--- config.mk ---
export PLATFORM = sky130hd
export DESIGN_NAME = bcd_display_sched
export DESIGN_NICKNAME = d
export VERILOG_FILES = /design/src/rtl/bcd_display_sched.sv
export SDC_FILE = /design/constraint.sdc
export NUM_CORES = 1
export LEC_CHECK = 0
export CAP_MARGIN = 20
export CORE_MARGIN = 3
export CORE_UTILIZATION = 41
export CTS_CLUSTER_SIZE = 10
export DETAILED_ROUTE_END_ITERATION = 8
export PLACE_DENSITY = 0.69
export SLEW_MARGIN = 20
export SYNTH_ARGS = -nofsm -noshare
export SYNTH_HDL_FRONTEND = slang
export SYNTH_SLANG_ARGS = --single-unit
--- constraint.sdc ---
create_clock -name CLOCK_50 -period 2.14 [get_ports CLOCK_50]
set_input_delay 0.642 -clock CLOCK_50 [delete_from_list [all_inputs] [get_ports CLOCK_50]]
set_output_delay 0.642 -clock CLOCK_50 [all_outputs]
set_load 0.05 [all_outputs]
--- src/rtl/bcd_display_sched.sv ---
// bcd_display_sched: round-robin scheduler that shares one two-digit BCD
// display path among N_REQ requesters. A granted value is captured, converted
// to tens/ones by repeated subtract-by-10, then held for HOLD_CYCLES cycles.
//
// state | meaning
// ------+---------------------------------------------------------------
// IDLE  | waiting for any req; grants first set bit from ptr upward
// CONV  | subtract-by-10 loop on the captured value (or saturate if >99)
// HOLD  | result on display, ack/done pulse on entry, dwell HOLD_CYCLES
module bcd_display_sched #(
  parameter int N_REQ       = 4,
  parameter int W           = 7,
  parameter int HOLD_CYCLES = 4
) (
  input  logic                     CLOCK_50,
  input  logic                     KEY0,
  input  logic [N_REQ-1:0]         req,
  input  logic [N_REQ*W-1:0]       val,
  output logic [N_REQ-1:0]         ack,
  output logic [$clog2(N_REQ)-1:0] grant_id,
  output logic [3:0]               tens,
  output logic [3:0]               ones,
  output logic                     ovf,
  output logic                     done,
  output logic                     busy
);

  localparam int IW = $clog2(N_REQ);
  localparam int HW = $clog2(HOLD_CYCLES + 1);

  typedef enum logic [1:0] {
    S_IDLE = 2'd0,
    S_CONV = 2'd1,
    S_HOLD = 2'd2
  } state_t;

  state_t           r_state;
  logic [W-1:0]     r_work;
  logic [3:0]       r_tcnt;
  logic [IW-1:0]    r_ptr;
  logic [HW-1:0]    r_hold;
  logic [IW-1:0]    r_gid;
  logic [N_REQ-1:0] r_ack;
  logic [3:0]       r_tens;
  logic [3:0]       r_ones;
  logic             r_ovf;
  logic             r_done;
  logic             r_busy;

  logic             w_any;
  logic [IW-1:0]    w_gnt;
  logic [IW-1:0]    w_nptr;
  logic [W-1:0]     w_val;
  logic [8:0]       w_work_ext;
  logic             w_big;
  logic             w_ge10;

  // Round-robin pick: first set req bit scanning upward from ptr, wrapping.
  always_comb begin
    int            v_idx;
    logic [IW-1:0] v_sel;
    w_any = 1'b0;
    w_gnt = '0;
    v_idx = 0;
    v_sel = '0;
    for (int k = 0; k < N_REQ; k++) begin
      v_idx = (int'(r_ptr) + k) % N_REQ;
      v_sel = IW'(v_idx);
      if (!w_any && req[v_sel]) begin
        w_any = 1'b1;
        w_gnt = v_sel;
      end
    end
  end

  // Value of the selected requester and the pointer position after it.
  always_comb begin
    w_val = '0;
    for (int k = 0; k < N_REQ; k++) begin
      if (w_gnt == IW'(k)) w_val = val[k*W +: W];
    end
    w_nptr = (int'(w_gnt) == N_REQ - 1) ? '0 : w_gnt + 1'b1;
  end

  // Work register widened so 99 and 10 compare correctly for any W in 4..8.
  assign w_work_ext = {{(9-W){1'b0}}, r_work};
  assign w_big      = (w_work_ext > 9'd99);
  assign w_ge10     = (w_work_ext >= 9'd10);

  // Scheduler FSM with registered display, handshake and status outputs.
  always_ff @(posedge CLOCK_50 or negedge KEY0) begin
    if (!KEY0) begin
      r_state <= S_IDLE;
      r_work  <= '0;
      r_tcnt  <= '0;
      r_ptr   <= '0;
      r_hold  <= '0;
      r_gid   <= '0;
      r_ack   <= '0;
      r_tens  <= '0;
      r_ones  <= '0;
      r_ovf   <= 1'b0;
      r_done  <= 1'b0;
      r_busy  <= 1'b0;
    end else begin
      r_done <= 1'b0;
      r_ack  <= '0;
      case (r_state)
        S_IDLE: begin
          if (w_any) begin
            r_work  <= w_val;
            r_tcnt  <= '0;
            r_gid   <= w_gnt;
            r_ptr   <= w_nptr;
            r_state <= S_CONV;
            r_busy  <= 1'b1;
          end
        end
        S_CONV: begin
          // Only the freshly captured value can exceed 99; after one
          // subtraction the work register is already below 100.
          if (w_big) begin
            r_tens  <= 4'd9;
            r_ones  <= 4'd9;
            r_ovf   <= 1'b1;
            r_done  <= 1'b1;
            r_ack   <= N_REQ'(1) << r_gid;
            r_hold  <= HW'(HOLD_CYCLES - 1);
            r_state <= S_HOLD;
          end else if (w_ge10) begin
            r_work <= r_work - W'(10);
            r_tcnt <= r_tcnt + 4'd1;
          end else begin
            r_tens  <= r_tcnt;
            r_ones  <= r_work[3:0];
            r_ovf   <= 1'b0;
            r_done  <= 1'b1;
            r_ack   <= N_REQ'(1) << r_gid;
            r_hold  <= HW'(HOLD_CYCLES - 1);
            r_state <= S_HOLD;
          end
        end
        S_HOLD: begin
          if (r_hold == '0) begin
            r_state <= S_IDLE;
            r_busy  <= 1'b0;
          end else begin
            r_hold <= r_hold - 1'b1;
          end
        end
        default: begin
          r_state <= S_IDLE;
          r_busy  <= 1'b0;
        end
      endcase
    end
  end

  assign ack      = r_ack;
  assign grant_id = r_gid;
  assign tens     = r_tens;
  assign ones     = r_ones;
  assign ovf      = r_ovf;
  assign done     = r_done;
  assign busy     = r_busy;

endmodule

Word-level counts from Yosys, hierarchy flattened
Cells that the tools add are included.
- input port bits: 34
- register bits after elaboration: 35
- output and inout port bits: 17
- word-level logic and storage cells: 110
- add/sub/neg operators: 7
- reduce and logical (&&, ||, !) cells: 17
- bitwise gates (word level): 1
- shift operators: 1
- $lt $le $gt $ge: 6
- mux-type cells: 53
- eq/ne operators: 13
- operators by type and width (operator ; number):
    7-bit 2-to-1 mux ; 7
    4-bit 2-to-1 mux ; 10
    2-bit 2-to-1 mux ; 9
    1-bit 2-to-1 mux ; 15
    7-bit case mux with 2 select lines ; 1
    2-bit by 3-bit less-than comparator with 1-bit output, second input constant ; 4
    2-bit != test, second input constant ; 6
    3-bit 2-to-1 mux ; 3
    3-bit AND reduction ; 3
    1-bit binary-select mux with 2-bit select ; 4
    4-bit case mux with 2 select lines ; 1
    7-bit by 4-bit >= comparator with 1-bit output, second input constant ; 1
    7-bit greater-than comparator, second input constant ; 1
    7-bit by 4-bit subtractor with 7-bit output, second input constant ; 1
    2-bit by 1-bit equality test with 1-bit output, second input constant ; 3
    2-bit equality test, second input constant ; 3
    2-bit case mux with 3 select lines ; 1
    3-bit case mux with 2 select lines ; 1
    2-bit by 1-bit adder with 2-bit output, second input constant ; 2
    2-bit adder, second input constant ; 2
    4-bit by 1-bit adder with 4-bit output, second input constant ; 1
    2-bit logical NOT ; 2
    2-bit AND reduction ; 2
    4-bit AND reduction ; 1
    other kinds (9) ; 14

Depth between registers and ports, before layout
Gate-level depths: netlist of run 1.
- depth after elaboration: 19
- gate-level depth with buffers: 10
- depth with buffers taken out: 9

Worst setup path before layout of run 1
No wires, ideal clock.
- kind: input port to flip-flop
- from: input port req[2]
- to: register r_work[3]
- buffers on the path: 1
- path slack: -0.221 ns
- required time: 2.046 ns
- setup time: 0.094 ns
- data arrival time: 2.268 ns
- stages: 9
- path through: nand2_1 nor2_1 a311oi_1 ha_1 clkbuf_1 a21oi_1 a221oi_1 a211oi_1 a211oi_1
- cells in the longest elaborated chain, start to end: 19
- elaborated cells between the ends (all ways): 34
- classes of those cells: eq/ne (4); mux (22); reduce/logical (8)
- ends and longest elaborated chain (item ; RTL line ; source):
    start: declaration ; 17 ; input logic [N_REQ-1:0] req,
    1-bit binary-select mux with 2-bit select ; 69 ; if (!w_any && req[v_sel]) begin
    1-bit 2-to-1 mux (implied by the code) ; 69 ;
    1-bit 2-to-1 mux ; 69 ;
    1-bit logical NOT ; 69 ;
    1-bit logical AND ; 69 ;
    1-bit 2-to-1 mux ; 69 ;
    1-bit logical NOT ; 69 ;
    1-bit logical AND ; 69 ;
    (+2 left out) ; - ;
    1-bit logical AND ; 69 ;
    2-bit 2-to-1 mux * ; 69 ;
    via w_gnt[0] ; 51 ; logic [IW-1:0] w_gnt;
    2-bit logical NOT ; 80 ; if (w_gnt == IW'(k)) w_val = val[k*W +: W];
    7-bit 2-to-1 mux (3 in series) ; 80 ;
    7-bit 2-to-1 mux * ; 80 ;
    7-bit 2-to-1 mux * ; 110 ; if (w_any) begin
    7-bit case mux with 2 select lines * ; 108 ; case (r_state)
    end signal: assignment ; 111 ; r_work <= w_val;
    end signal: assignment ; 131 ; r_work <= r_work - W'(10);
    end: declaration ; 38 ; logic [W-1:0] r_work;
The timed path passes the listed nets; every way through them passes the cells marked *. The select of a mux whose other input is x is not followed.
A chain may end at the register's enable or synchronous reset.

Final worst setup path of run 1
- from: register r_ptr[1]
- to: register r_work[4]
- cells in the longest elaborated chain, start to end: 19
- elaborated cells between the ends (all ways): 37
- classes of those cells: add/sub (3); eq/ne (4); mux (22); reduce/logical (8)
- ends and longest elaborated chain (item ; RTL line ; source):
    start: declaration ; 40 ; logic [IW-1:0] r_ptr;
    start signal: assignment ; 114 ; r_ptr <= w_nptr;
    branches (longest 11 deep; another with 2-bit by 1-bit adder with 2-bit output) ; - ;
    2-bit 2-to-1 mux * ; 69 ;
    via w_gnt[0] ; 51 ;
    2-bit logical NOT ; 80 ;
    7-bit 2-to-1 mux (3 in series) ; 80 ;
    7-bit 2-to-1 mux * ; 80 ;
    7-bit 2-to-1 mux * ; 110 ;
    7-bit case mux with 2 select lines * ; 108 ;
Mark *: on every way through the listed nets, which the timed path passes. The select of a mux whose other input is x is not followed.

==> results by group, run 1 <==
Outcome
  • Outcome: complete, but fails checks
  • Violated checks: negative setup slack

Finish
  • Antenna Cells: 0
  • Cell Count, Final, Fillers Out: about 370
  • Post-route design area: around 3000 µm²
  • Register Area: 877 µm²
  • Multi-input gate area: 1200 µm²
  • Fill cell count: 420
  • Final nets: 343
  • Share of layout cells above drive strength 1: just under 30%
  • Final Util: roughly 63%
  • Area Overhead vs Synth: 47.6%

STA
  • WHS: about 480 ps
  • Max-slew violation count: 0
  • Slew headroom: 57.0%
  • Setup slack after layout: -123 ps
  • FMAX: ~0.44 GHz
  • Final worst path period share: 106%
  • Setup TNS: -429 ps
  • RSZ-0062 raised after global routing: yes
  • Slew @ Worst Pin: around 640 ps
  • Minimum clock period: 2260 ps
  • Skew final: ~6 ps
  • Final hold vios: 0
  • Final setup fails: 6

Yosys
  • Yosys cell types: 52
  • Most common cell in the netlist: dfrtp_1
  • Syn Nets: about 260
  • Area leader, netlist: dfrtp_1
  • Synth warn: 0
  • Post-synth top area share: between 40% and 50%
  • Main flop type after synthesis: dfrtp_1
  • Avg Cell Area, Syn: just over 9 µm²
  • Synth top cells by count: 35 x dfrtp_1, 20 x inv_1, 14 x a21oi_1, 14 x nand2_1, 12 x o21ai_0
  • EDFF count, synth: 0
  • Synthesized cell area: 2060 µm²
  • Sequential area share after synthesis: between 40% and 50%
  • Synth Register Bits: 35
  • Gate Count Post-Synth: ~220
  • Post-synth ARST share: 100%
  • Synth top area cells: dfrtp_1 43%, ha_1 5.5%, inv_1 3.7%

Power
  • Switch Pwr: around 2.1 mW
  • P_leak: about 1.4 nW
  • Comb pwr share: approximately 63%
  • Clk network pwr share: between 10% and 20%
  • Power Density: roughly 1500 nW/µm²
  • Tot Pwr: between 4 and 5 mW
  • Internal Power: roughly 2.4 mW
  • Switching share of power: a little under half
  • Peak VDD IR: between 0.5 and 0.6 mV
  • Sequential share of power: approximately a quarter

Clocking
  • CTS tree: yes
  • CTS Buffer Depth: 2
  • Clock-pin slew on the worst setup and hold paths: 70 ps
  • Htree depth: 2
  • # clock sinks: 35
  • Root Driver: clkbuf_8
  • Cts hold-fix bufs: 0
  • Later-pin clock latency in the skew report: 290 ps
  • TritonCTS Buffers: 5

Route
  • Drt drc: 0
  • Total number of vias: just under 2,000
  • Final ANT Viol Nets: 0
  • Starting DRC count in detailed routing: 77
  • Via/cell ratio: ~5.2
  • Final WL: slightly above 5000 µm
  • WL/cell: roughly 14 µm
  • Initial DRT Pass Iterations: 4

Floorplan
  • Full die area: around 5900 µm²
  • Die Ht: slightly below 80 µm
  • Core region area: around 4800 µm²
  • Die width: 76.8 µm
  • IO Pins: 51
  • Initial Util: a little over two fifths
  • Row cnt: 25

Hold path
  • Hold path startpoint: ones[1]
  • HP Class: reg2reg
  • End of the worst hold path: ones[1]
  • Worst hold path depth: 1

Flow run
  • Max Cap Violations: 0

Worst setup path
  • Critical Path Start Type: flop
  • CP Class: reg2reg
  • Crit end category: flop
  • Reg2Reg Depth: 10
  • WP data required: 2290 ps
  • Maximum net fanout on the critical path: 6
  • Flop-to-flop setup slack: -120 ps
  • Crit Reg-Reg Startpoint: r_ptr[1]
  • WP data arrival: approximately 2400 ps
  • Crit Reg-Reg Endpoint: r_work[4]

Placement
  • Dpl ws: -693 ps
  • GPL Wtd Cong: between 0.8 and 0.9
  • Port Buf Inserts: 50
  • Cell Area, Placed: ~2800 µm²
  • Dpl hpwl: between 3000 and 4000 µm
  • Cell count after placement: about 350

GRT
  • Vias in the first global route: 1,845
  • Initial antenna violation count: 0
  • First-pass GRT wire length: about 8500 µm
  • Total track usage: between 10% and 20%
  • Largest net degree at the start of global routing: 36
  • GR Overflow Total: 0
## power groups by stage
stage	clock network, mW	registers (mW)	logic, mW
CTS	0.472	1.19	2.65
detailed placement	0	1.19	2.56
global placement	0	1.19	2.53
finish	0.452	1.20	2.87
floorplan	0	1.53	1.38
global route	0.506	1.25	3.11
## layer usage
metal	routed length [µm]	part of all wire, %	global-route usage (%)
met5	0	0	0
met4	57	1.1	5.43
met3	231	4.5	3.52
met2	2400	47	28.0
met1	2430	47	24.5
## cells by family after synthesis
| logic type | count (synthesis) | synth area share (%) |
|---|---|---|
| buffers and inverters | 32 | 6.21 |
| muxes | 4 | 2.01 |
| adders and majority gates | 9 | 5.48 |
| AOI/OAI and AO/OA | 61 | 20.6 |
| and+or+nand+nor | 79 | 22.6 |
| DFF | 35 | 42.6 |
| xor gates and xnor gates | 1 | 0.426 |
## layout make-up
| cell class | count | share of cell area [%] |
|---|---|---|
| tap | 67 | 2.76 |
| inverter | 21 | 2.60 |
| clock buffer | 7 | 2.52 |
| sequential | 35 | 28.9 |
| multi-input combinational | 154 | 39.5 |
| clock inverter | 1 | 0.165 |
| timing repair buffer | 83 | 23.5 |
## repair_timing
action,in CTS,in global routing
buffers inserted,3,4
gates cloned,0,0
resized for setup,16,23
setup endpoints to repair,10,8
pin swaps,8,10
hold endpoints to repair,0,0
## registers in the layout, indices dropped and copies added, names as in the netlist
name      cells
ones          4
ovf           1
busy          1
grant_id      2
ack           4
r_ptr         2
r_state       2
r_work        7
r_tcnt        4
done          1
r_hold        3
tens          4
## how the worst max path moves through the flow
stage / startpoint / to / slack (ps) / cells past startpoint
after floorplan: req[2] / r_work[1] / -20 / 9
after global placement: req[3] / r_work[2] / -640 / 11
after detailed placement: req[3] / r_work[6] / -690 / 10
after CTS: req[3] / r_work[3] / -9 / 11
after global routing: r_ptr[1] / r_work[2] / -190 / 10
final: r_ptr[1] / r_work[4] / -120 / 10
## layout by cell type (no fill, tap or decap), drive strengths merged, types with 6 or more instances in the layout
cell and n:
buf 47, dfrtp 35, clkdlybuf4s50 34, inv 21, nand2 14, a21oi 14
o21ai 13, nor2 10, ha 9, clkbuf 8, nand4 7, a211oi 7
nor3 6
## worst max-delay path: stages, from the launching register on
cell and delay [ps]:
dfrtp_2 450, nand2b_4 170, a311oi_4 420, inv_2 130
ha_4 200, buf_6 130, buf_4 130, a21oi_2 80
o21ai_1 60, a22oi_1 200, o221ai_1 130
(Power assumes the default switching activity.)
==> run 2, diff against run 1 <==
--- a/config.mk
+++ b/config.mk
@@ -12,3 +12,3 @@
 export DETAILED_ROUTE_END_ITERATION = 8
-export PLACE_DENSITY = 0.69
+export PLACE_DENSITY = 0.66
 export SLEW_MARGIN = 20
==> constraint.sdc (replaced) <==
create_clock -name CLOCK_50 -period 2.5 [get_ports CLOCK_50]
set_input_delay 0.375 -clock CLOCK_50 [delete_from_list [all_inputs] [get_ports CLOCK_50]]
set_output_delay 0.375 -clock CLOCK_50 [all_outputs]
set_load 0.05 [all_outputs]
==> results by group, run 2 (synthesized netlist as in run 1, its figures left out) <==
Placement
  • Port Buf Inserts: 50
  • Dpl hpwl: 3590 µm
  • GPL Wtd Cong: roughly 0.86
  • Dpl ws: -150 ps
  • Cell Area, Placed: ~2800 µm²
  • Cell count after placement: around 350

Route
  • Starting DRC count in detailed routing: ~130
  • Final ANT Viol Nets: 0
  • Via/cell ratio: 5.30
  • Top sig layer: met4
  • Final WL: slightly below 5000 µm
  • Initial DRT Pass Iterations: 4
  • Total number of vias: roughly 1,900
  • Met1 wire length: about 2400 µm
  • WL/cell: about 14 µm
  • Met3 wire length: roughly 230 µm
  • Drt drc: 0
  • Metal2 WL: roughly 2200 µm

Clocking
  • Clock-pin slew on the worst setup and hold paths: roughly 80 ps
  • Setup repair bufs after CTS: 0
  • CTS tree: yes
  • Root Driver: clkbuf_8
  • CTS Buffer Depth: 2
  • # clock sinks: 35
  • Htree depth: 2
  • TritonCTS Buffers: 5
  • Later-pin clock latency in the skew report: approximately 300 ps

Finish
  • Antenna Cells: 0
  • Area Overhead vs Synth: 40.5%
  • Post-route design area: around 2900 µm²
  • Final nets: between 300 and 400
  • Most frequent cells in the layout: 50 x clkdlybuf4s50_1, 35 x dfrtp_1, 20 x inv_1, 19 x buf_4
  • Register Area: 876 µm²
  • Share of layout cells above drive strength 1: 15.6%
  • Multi-input gate area: roughly 1100 µm²
  • Cell Count, Final, Fillers Out: 355
  • Number of flip-flops in the largest register: 7
  • Final Util: between 60% and 70%
  • Biggest register: r_work
  • Fill cell count: ~420
  • Commonest non-fill, non-tap cell in the layout: clkdlybuf4s50_1

Worst setup path
  • Crit end category: flop
  • WP data required: around 2700 ps
  • Most Frequent Cell on Critical Path: buf_4
  • Reg2Reg Depth: 9
  • WP data arrival: ~2500 ps
  • Maximum net fanout on the critical path: 7
  • Critical Path Start Type: input port
  • Flop-to-flop setup slack: roughly 280 ps
  • Worst path max stage delay: roughly 510 ps
  • Slowest CP cell: clkdlybuf4s50_1
  • Crit path cell chain: clkdlybuf4s50_1 -> nand2b_1 -> a21oi_1 -> a311oi_2 -> buf_4 -> inv_1 -> buf_4 -> ha_2 -> nand3b_1 -> a211o_1 -> o211ai_1 -> and4_1
  • CP Class: in2reg

STA
  • Skew final: around 11 ps
  • RSZ-0062 raised after global routing: no
  • Slew headroom: 62.0%
  • FMAX: ~0.44 GHz
  • Minimum clock period: about 2300 ps
  • WHS: ~480 ps
  • Setup TNS: 0 ps
  • Final worst path period share: between 90% and 100%
  • Final hold vios: 0
  • Setup slack after layout: 208 ps
  • Slew @ Worst Pin: about 570 ps
  • Max-slew violation count: 0
  • Final setup fails: 0

GRT
  • Largest net degree at the start of global routing: 36
  • Total track usage: roughly 18%
  • GR Overflow Total: 0
  • First-pass GRT wire length: 8520 µm
  • Vias in the first global route: roughly 1,800
  • Initial antenna violation count: 0

Floorplan
  • Core region area: ~4800 µm²
  • Row cnt: 25
  • Initial Util: between 40% and 50%
  • Die width: between 70 and 80 µm
  • Die Ht: about 77 µm
  • Full die area: approximately 5900 µm²
  • IO Pins: between 50 and 60

Power
  • Sequential share of power: 27.5%
  • Tot Pwr: around 3.7 mW
  • P_leak: roughly 1.3 nW
  • Peak VDD IR: between 0.4 and 0.5 mV
  • Comb pwr share: roughly three fifths
  • Clk network pwr share: around 14%
  • Switching share of power: roughly 46%
  • Power Density: around 1300 nW/µm²
  • Internal Power: between 2 and 2.5 mW
  • Switch Pwr: about 1.7 mW

Hold path
  • HP Class: reg2reg
  • Worst hold path depth: 1

Flow run
  • Max Cap Violations: 0

Outcome
  • Outcome: finished, final reports clean
-- run 2: cell types whose count changed in the layout (fill, tap and decap cells not counted), sizes merged --
cell and change:
buf -27, dlygate4sd2 -1, clkdlybuf4s50 +16, bufinv +1, clkinv +1, clkbuf -3
-- run 2: final timing paths --
path | from | end
worst min-delay path | r_tcnt[3] | r_tcnt[3]
worst max-delay path | req[2] | r_work[1]
worst min register to register | r_tcnt[3] | r_tcnt[3]
min in group asynchronous | KEY0 | ones[0]
worst max register to register | r_ptr[1] | r_work[1]
max in group asynchronous | KEY0 | r_tcnt[3]
-- run 2: per-layer routing --
metal | vias to the layer above | GRT usage, %
met3 | 9 | 2.58
met1 | 875 | 25.1
li1 | 941 | -
met5 | - | 0
met2 | 58 | 27.1
met4 | 0 | 7.61
-- run 2: layout make-up --
| class | count | area share [%] |
|---|---|---|
| multi-input combinational | 154 | 37.2 |
| sequential | 35 | 30.3 |
| timing repair buffer | 70 | 23.0 |
| tap | 67 | 2.90 |
| inverter | 21 | 2.73 |
| clock buffer | 5 | 2.38 |
| clock inverter | 3 | 1.52 |
-- run 2: power groups by stage --
stage               registers (mW)  clock network (mW)  logic [mW]
floorplan                     1.31                   0        1.12
global placement              1.02                   0        2.08
detailed placement            1.02                   0        2.12
CTS                           1.01               0.529        2.13
global route                  1.05               0.552        2.35
finish                        1.02               0.520        2.15
-- run 2: critical path: cells and delay by family --
kind | cells | cell delay, ps
simple gates | 3 | 360
buf+inv | 4 | 870
fa+ha+maj | 1 | 240
compound gates | 4 | 680
-- run 2: what timing repair did --
item                       4_1_cts  5_1_grt
hold buffers                     0        0
gates resized for setup          0        5
setup endpoints to repair        0        4
==> run 3, diff against run 2 <==
CELL_PAD_IN_SITES_DETAIL_PLACEMENT = 1   (was default)
CELL_PAD_IN_SITES_GLOBAL_PLACEMENT = 1   (was default)
CORE_UTILIZATION = 37   (was 41)
PLACE_DENSITY = 0.78   (was 0.66)
REMOVE_ABC_BUFFERS = 1   (was default)
==> results by group, run 3 (synthesized netlist as in run 1, its figures left out) <==
Floorplan
  • Die width: 80.5 µm
  • Full die area: 6490 µm²
  • Row cnt: 26
  • Initial Util: 39.2%
  • Core region area: 5240 µm²
  • IO Pins: a little over 50
  • Die Ht: roughly 81 µm

Placement
  • Dpl ws: -130 ps
  • Port Buf Inserts: 50
  • GPL Wtd Cong: approximately 0.77
  • Dpl hpwl: 4190 µm

Route
  • Final WL: between 5000 and 6000 µm
  • WL/cell: about 16 µm
  • Final ANT Viol Nets: 0
  • Starting DRC count in detailed routing: around 100
  • Total number of vias: 1,879
  • Drt drc: 0
  • Via/cell ratio: approximately 5.3
  • Initial DRT Pass Iterations: 4

Outcome
  • Outcome: finished, final reports clean

Finish
  • Final Util: between 50% and 60%
  • Final nets: between 300 and 400
  • Most frequent cells in the layout: 50 x clkdlybuf4s50_1, 35 x dfrtp_1, 20 x inv_1
  • Commonest non-fill, non-tap cell in the layout: clkdlybuf4s50_1
  • Share of layout cells above drive strength 1: between 10% and 20%
  • Area Overhead vs Synth: 37.6%
  • Biggest register: r_work
  • Antenna Cells: 0
  • Number of flip-flops in the largest register: 7

GRT
  • Largest net degree at the start of global routing: 36
  • Initial antenna violation count: 0
  • First-pass GRT wire length: approximately 9500 µm
  • Vias in the first global route: roughly 1,900
  • Total track usage: a little under a fifth
  • GR Overflow Total: 0

STA
  • Slew @ Worst Pin: between 500 and 600 ps
  • Final hold vios: 0
  • Final setup fails: 0
  • Skew final: 5.76 ps
  • Minimum clock period: approximately 2300 ps
  • Final worst path period share: 91.0%
  • Setup slack after layout: ~220 ps
  • FMAX: between 0.4 and 0.5 GHz
  • RSZ-0062 raised after global routing: no
  • Max-slew violation count: 0
  • Slew headroom: 62.3%

Power
  • Peak VDD IR: 0.478 mV
  • Power Density: 1260 nW/µm²
  • Tot Pwr: 3.57 mW
  • P_leak: 1.24 nW

Worst setup path
  • CP Class: in2reg
  • Crit path cell chain: clkdlybuf4s50_1 -> nand2_1 -> a311oi_1 -> buf_4 -> inv_1 -> ha_1 -> buf_12 -> a221oi_1 -> a211oi_1 -> a211oi_1
  • WP data required: roughly 2700 ps
  • Worst path max stage delay: around 520 ps
  • Critical Path Start Type: input port
  • Crit end category: flop
  • Most Frequent Cell on Critical Path: a211oi_1
  • Delay-heaviest family, CP: buffers and inverters
  • Maximum net fanout on the critical path: 10
  • WP data arrival: 2470 ps
  • Critical path buffer and inverter count: 4
  • Slowest CP cell: clkdlybuf4s50_1

Clocking
  • Htree depth: 2
  • # clock sinks: 35
  • TritonCTS Buffers: 5
  • Root Driver: clkbuf_8
  • Cts hold-fix bufs: 0
  • CTS tree: yes
  • Clock-pin slew on the worst setup and hold paths: 70 ps
  • Later-pin clock latency in the skew report: slightly below 300 ps
  • CTS Buffer Depth: 2

Hold path
  • HP Class: in2async

Flow run
  • Max Cap Violations: 0
-- run 3: worst reg2reg max path: cells and delay by family (launching register included) --
family                   cells  cell delay (ps)
adder cells (fa/ha/maj)      1              250
AND/OR/NAND/NOR              1              180
flip-flops                   1              430
AO/OA/AOI/OAI                4              880
buffers and inverters        3              400
-- run 3: final timing paths --
kind | start | slack, ps | endpoint | cells after the start
min | KEY0 | 490 | r_work[5] | 2
min in group CLOCK_50 | r_tcnt[3] | 490 | r_tcnt[3] | 1
max in group asynchronous | KEY0 | 1680 | tens[0] | 2
max | req[3] | 220 | r_work[3] | 10
max reg2reg | r_ptr[1] | 270 | r_work[3] | 9
min reg2reg | r_tcnt[3] | 490 | r_tcnt[3] | 1
-- run 3: layout make-up --
class	count	area [µm²]
fill	596	2410
multi-input combinational	154	1050
clock buffer	6	72.6
sequential	35	876
timing repair buffer	66	646
clock inverter	2	12.5
inverter	21	78.8
tap	70	87.6
-- run 3: per-layer routing --
metal / GRT usage (%) / wire length (µm)
met2: 31.0 / 2690
met4: 5.91 / 65
met1: 25.3 / 2550
met5: 0 / 0
met3: 4.04 / 224
-- run 3: what timing repair did --
item	in CTS	in global routing
setup buffers	0	0
resized for setup	0	1
setup endpoints to repair	0	1
-- run 3: metrics by stage --
stage | setup TNS [ps] | cells | hold slack, ps | area [µm²]
after floorplan | 0 | 210 | 79.4 | 2010
after CTS | 0 | 354 | 495 | 2830
final | 0 | 354 | 488 | 2830
after global routing | 0 | 354 | 528 | 2830
after global placement | -20.1 | 346 | 464 | 2740
after detailed placement | -599 | 346 | 480 | 2740
-- run 3: power by group --
group / total [mW] / internal (mW) / switching, mW
registers: 1.02 / 0.806 / 0.216
clock network: 0.400 / 0.194 / 0.205
logic: 2.15 / 0.878 / 1.27
